### config.mk
export PLATFORM = sky130hd
export DESIGN_NAME = jac1_sequencer
export DESIGN_NICKNAME = d
export VERILOG_FILES = /design/src/rtl/jac1_pkg.sv /design/src/rtl/jac1_sequencer.sv
export SDC_FILE = /design/constraint.sdc
export NUM_CORES = 1
export LEC_CHECK = 0
export ABC_CLOCK_PERIOD_IN_PS = 4250
export CORE_MARGIN = 8
export CORE_UTILIZATION = 45
export CTS_CLUSTER_SIZE = 28
export DETAILED_ROUTE_END_ITERATION = 6
export HOLD_SLACK_MARGIN = 0.03
export PLACE_DENSITY_LB_ADDON = 0.08
export RECOVER_POWER = 100
export SYNTH_ARGS = -nofsm -noshare
export SYNTH_HDL_FRONTEND = slang
export SYNTH_SLANG_ARGS = --single-unit
### constraint.sdc
create_clock -name clk -period 4.25 [get_ports clk]
set_input_delay 0.85 -clock clk [delete_from_list [all_inputs] [get_ports clk]]
set_output_delay 0.85 -clock clk [all_outputs]
set_load 0.02 [all_outputs]
### src/rtl/jac1_pkg.sv
// Shared definitions for the JAC1 instruction sequencer.
// Holds FSM state codes and the default counter width / halt opcode.
package jac1_pkg;

    typedef enum logic [2:0] {
        S_IDLE      = 3'd0,
        S_FETCH     = 3'd1,
        S_DECODE    = 3'd2,
        S_EXECUTE   = 3'd3,
        S_WRITEBACK = 3'd4,
        S_HALTED    = 3'd5
    } state_t;

    localparam int         DefOpBits     = 5;
    localparam int         DefCntWidth   = 16;
    localparam logic [4:0] DefHaltOpCode = 5'h1F;

endpackage

### src/rtl/jac1_sequencer.sv
// JAC1 sequencer: walks FETCH/DECODE/EXECUTE/WRITEBACK per instruction,
// supports run/step/halt control and counts retired instructions.
// Ports:
//   clk, res_n             clock, async active-low reset
//   run, step, halt_req    control (level, pulse, level)
//   opcode, dec_wr_en,
//   dec_cnt_wr_en          decoder inputs
//   ir_load_en, rd_en,
//   reg_wr_en, pc_inc_en,
//   pc_load_en             datapath strobes
//   state, halted,
//   step_ack, instr_count  status
module jac1_sequencer
    import jac1_pkg::*;
#(
    parameter int NumOpCodeBits = DefOpBits,
    parameter int CntWidth      = DefCntWidth,
    parameter logic [NumOpCodeBits-1:0] HaltOpCode =
        NumOpCodeBits'(DefHaltOpCode)
) (
    input  logic                     clk,
    input  logic                     res_n,
    input  logic                     run,
    input  logic                     step,
    input  logic                     halt_req,
    input  logic [NumOpCodeBits-1:0] opcode,
    input  logic                     dec_wr_en,
    input  logic                     dec_cnt_wr_en,
    output logic                     ir_load_en,
    output logic                     rd_en,
    output logic                     reg_wr_en,
    output logic                     pc_inc_en,
    output logic                     pc_load_en,
    output logic [2:0]               state,
    output logic                     halted,
    output logic                     step_ack,
    output logic [CntWidth-1:0]      instr_count
);

    state_t state_q;
    state_t state_d;
    logic   step_mode_q;
    logic   step_mode_d;
    logic   retire;

    always_ff @(posedge clk or negedge res_n) begin
        if (!res_n) begin
            state_q     <= S_IDLE;
            step_mode_q <= 1'b0;
            step_ack    <= 1'b0;
            instr_count <= '0;
        end else begin
            state_q     <= state_d;
            step_mode_q <= step_mode_d;
            // Registered: pulses in the cycle after a stepped writeback.
            step_ack    <= retire && step_mode_q;
            if (retire && (instr_count != '1)) begin
                instr_count <= instr_count + CntWidth'(1);
            end
        end
    end

    always_comb begin
        state_d     = state_q;
        step_mode_d = step_mode_q;
        ir_load_en  = 1'b0;
        rd_en       = 1'b0;
        reg_wr_en   = 1'b0;
        pc_inc_en   = 1'b0;
        pc_load_en  = 1'b0;
        retire      = 1'b0;
        case (state_q)
            S_IDLE: begin
                if (!halt_req && (run || step)) begin
                    state_d = S_FETCH;
                    // run wins over step: continuous mode, no ack.
                    step_mode_d = step && !run;
                end
            end
            S_FETCH: begin
                ir_load_en = 1'b1;
                state_d    = S_DECODE;
            end
            S_DECODE: begin
                if (opcode == HaltOpCode) begin
                    state_d = S_HALTED;
                end else begin
                    state_d = S_EXECUTE;
                end
            end
            S_EXECUTE: begin
                rd_en   = 1'b1;
                state_d = S_WRITEBACK;
            end
            S_WRITEBACK: begin
                reg_wr_en  = dec_wr_en;
                pc_load_en = dec_cnt_wr_en;
                pc_inc_en  = !dec_cnt_wr_en;
                retire     = 1'b1;
                if (halt_req || step_mode_q || !run) begin
                    state_d     = S_IDLE;
                    step_mode_d = 1'b0;
                end else begin
                    state_d = S_FETCH;
                end
            end
            S_HALTED: begin
                state_d = S_HALTED;
            end
            default: begin
                state_d     = S_IDLE;
                step_mode_d = 1'b0;
            end
        endcase
    end

    assign state  = state_q;
    assign halted = (state_q == S_HALTED);

endmodule
==> flow_summary.yaml <==
sta:
  hold_violations: 0
  worst_pin_slew_ps: 1030
  totalNegativeSetupSlack_ps: 0
  rsz0062_at_grt: "no"
  relSlewSlack_pct: 30.9
  slew_viol_final: 0
  skew_ps: 4.25
  period_needed_ps: 3380
  fmax_ghz: 0.296
  finalSetupViolations: 0
  min_period_over_period_pct: 79.6
grt:
  grt.busiest_layer: "met2"
  grt_use_total_pct: 12.1
  grt_pass1_wl_um: 4200
  grt_antenna_before_repair: 0
  grtUsageMet1_pct: 14.7
  met2_usage_pct: 18.9
  overflow: 0
  grt_pass1_vias: 913
  grt_max_degree: 22
  use_met3_pct: 4.81
floorplanning:
  die_w_um: 65.0
  core_um2: 2230
  num_rows: 17
  start_util_pct: 48.4
  die-area_um2: 4230
  die_y_um: 65.0
  ios: 38
route:
  via_per_inst: 5.40
  vias: 929
  wirelength_um: 2470
  wl_per_cell_um: 14.4
  first_pass_iters: 4
  drc: 0
  ant_nets: 0
  drtIter0Drc: 27
clocking:
  clk_latency_ps: 290
  clk_pin_slew_ps: 110
  cts_resized: 0
  hold_buffers: 0
  cts_tree: "yes"
  cts-buffers-inserted: 3
  cts_buffer_depth: 2
  cts.sinks: 21
  postCtsSetupBuffers: 0
  clock-root-buffer: "clkbuf_4"
  htreeDepth: 1
place:
  port-buffer-count: 37
  gp_congestion: 0.793
  dp_hpwl_um: 1920
  post_dp_cell_area_um2: 1480
critical_path:
  start_kind: "flip-flop"
  crit_type: "reg2out"
  r2r_cells: 5
  crit_arrival_ps: 2530
  crit_path_end_kind: "primary output"
  worstPathMaxFanout: 11
  r2r_start: "instr_count[0]"
  required_ps: 3400
  r2r_end: "instr_count[1]"
  ff2ff_setup_slack_ps: 1960
flow_run:
  max_cap_violations: 0
power_and_ir_drop:
  ir_drop_uv: 390
  switching_share_pct: 39.4
  p_switching_w: 0.000258
  power_frac_comb_pct: 40.8
  p_per_area_nw_per_um2: 445
  cellInternalPower_w: 0.000396
  power.static_leakage_nw: 0.759
  p_clk_share_pct: 14.3
  seqPwrFrac_pct: 44.9
yosys:
  ys_types: 28
  netlist_area_um2: 1080
  syn_inst: 105
  synth_fp_nets: 118
  synth_warnings: 0
  synth-seq-cells: 21
  seq_area_frac_synth_pct: 48.6
  avgSynthCellArea_um2: 10.3
finish:
  final_nets: 158
  area_growth_pct: 36.1
  diodes: 0
  drive_above_1_share_pct: 3.47
  fin_area_um2: 1470
  final_common_cell: "dlygate4sd3_1"
  mostFrequentLayoutCells: "dlygate4sd3_1, dfrtp_1, nor2_1, xor2_1, nor3_1"
  fin_util_pct: 65.9
hold_path:
  hold_end: "instr_count[15]"
  holdPathStages: 1
  hold_start: "instr_count[15]"
  hold_path_class: "reg2reg"
outcome:
  outcome: "finished clean"
==> cell families (layout without fill, tap and decap cells) <==
logic type               after synthesis  count (layout)  share of synthesized area (%)
AO/OA/AOI/OAI                         11              11                           6.83
adder cells (fa/ha/maj)                1               1                           1.16
flip-flops                            21              21                           48.6
buffers and inverters                  4              43                           1.62
multiplexers                           1               1                           1.39
XOR/XNOR                              13              13                           10.5
AND/OR/NAND/NOR                       54              54                           29.9
==> flip-flops by register name, indices dropped and copies added, names as in the netlist <==
| signal | flops |
|---|---|
| instr_count | 16 |
| step_ack | 1 |
| step_mode_q | 1 |
| state | 3 |
==> through the flow <==
step / std cells / hold WS [ps] / setup slack, ps / power [W]
3_3_place_gp: 168 / 489 / 1340 / 0.000593
6_report: 172 / 508 / 867 / 0.000654
3_5_place_dp: 168 / 494 / 1310 / 0.000598
5_1_grt: 172 / 522 / 646 / 0.000702
2_1_floorplan: 105 / 501 / 2070 / 0.000464
4_1_cts: 172 / 514 / 1300 / 0.000695
==> per-layer routing <==
metal / up-vias / wire [um]
li1: 456 / -
met1: 447 / 1080
met2: 24 / 1180
met3: 2 / 207
met4: 0 / 14
met5: - / 0
==> power by group through the flow <==
stage | Clock [W] | Sequential (W) | Combinational, W
after floorplan | 0 | 0.000312 | 0.000152
after global placement | 0 | 0.000301 | 0.000292
after detailed placement | 0 | 0.000304 | 0.000294
after CTS | 0.0000973 | 0.000302 | 0.000296
after global routing | 0.000107 | 0.000303 | 0.000293
final | 0.0000935 | 0.000294 | 0.000267
==> critical path, cell delays in order, from the launching register on <==
cell,delay (ps)
dfrtp_1,490
nor3b_1,840
and2_1,230
dlygate4sd3_1,670
==> Yosys cell counts (all sizes together) <==
| cell type | n | share of area [%] |
|---|---|---|
| and2 | 3 | 1.7 |
| and3 | 4 | 2.3 |
| ha | 1 | 1.2 |
| nor2 | 14 | 4.9 |
| nand2b | 3 | 1.7 |
| nand3 | 2 | 0.93 |
| inv | 2 | 0.69 |
| buf | 2 | 0.93 |
| o22ai | 1 | 0.58 |
| and4 | 2 | 1.6 |
| mux2 | 1 | 1.4 |
| o221ai | 1 | 0.81 |
| nand4 | 6 | 4.9 |
| nor4 | 1 | 2.0 |
| dfrtp | 21 | 49 |
| o32ai | 1 | 0.81 |
| nor3b | 2 | 2.4 |
| a31oi | 2 | 1.2 |
| a21oi | 4 | 1.9 |
| nor3 | 9 | 4.6 |
| xnor2 | 1 | 0.81 |
| xor2 | 12 | 9.7 |
| nand2 | 8 | 2.8 |
| o2111ai | 1 | 0.81 |
| a41oi | 1 | 0.81 |
==> layout make-up <==
cell class                      instances  area [um^2]
Fill cell                             202          762
Sequential cell                        21          526
Multi-Input combinational cell         80          507
Timing Repair Buffer                   37          370
Tap cell                               28         35.0
Clock buffer                            4         26.3
Inverter                                2         7.51
==> worst max path at each step <==
stage | start | to | slack, ps | cells after the start
final | state[1] | reg_wr_en | 870 | 3
after global routing | state[1] | pc_load_en | 650 | 3
after CTS | dec_cnt_wr_en | pc_inc_en | 1300 | 3
after detailed placement | dec_cnt_wr_en | pc_inc_en | 1310 | 3
after global placement | dec_cnt_wr_en | pc_inc_en | 1340 | 3
after floorplan | dec_cnt_wr_en | pc_inc_en | 2070 | 1
(Power assumes the default switching activity.)
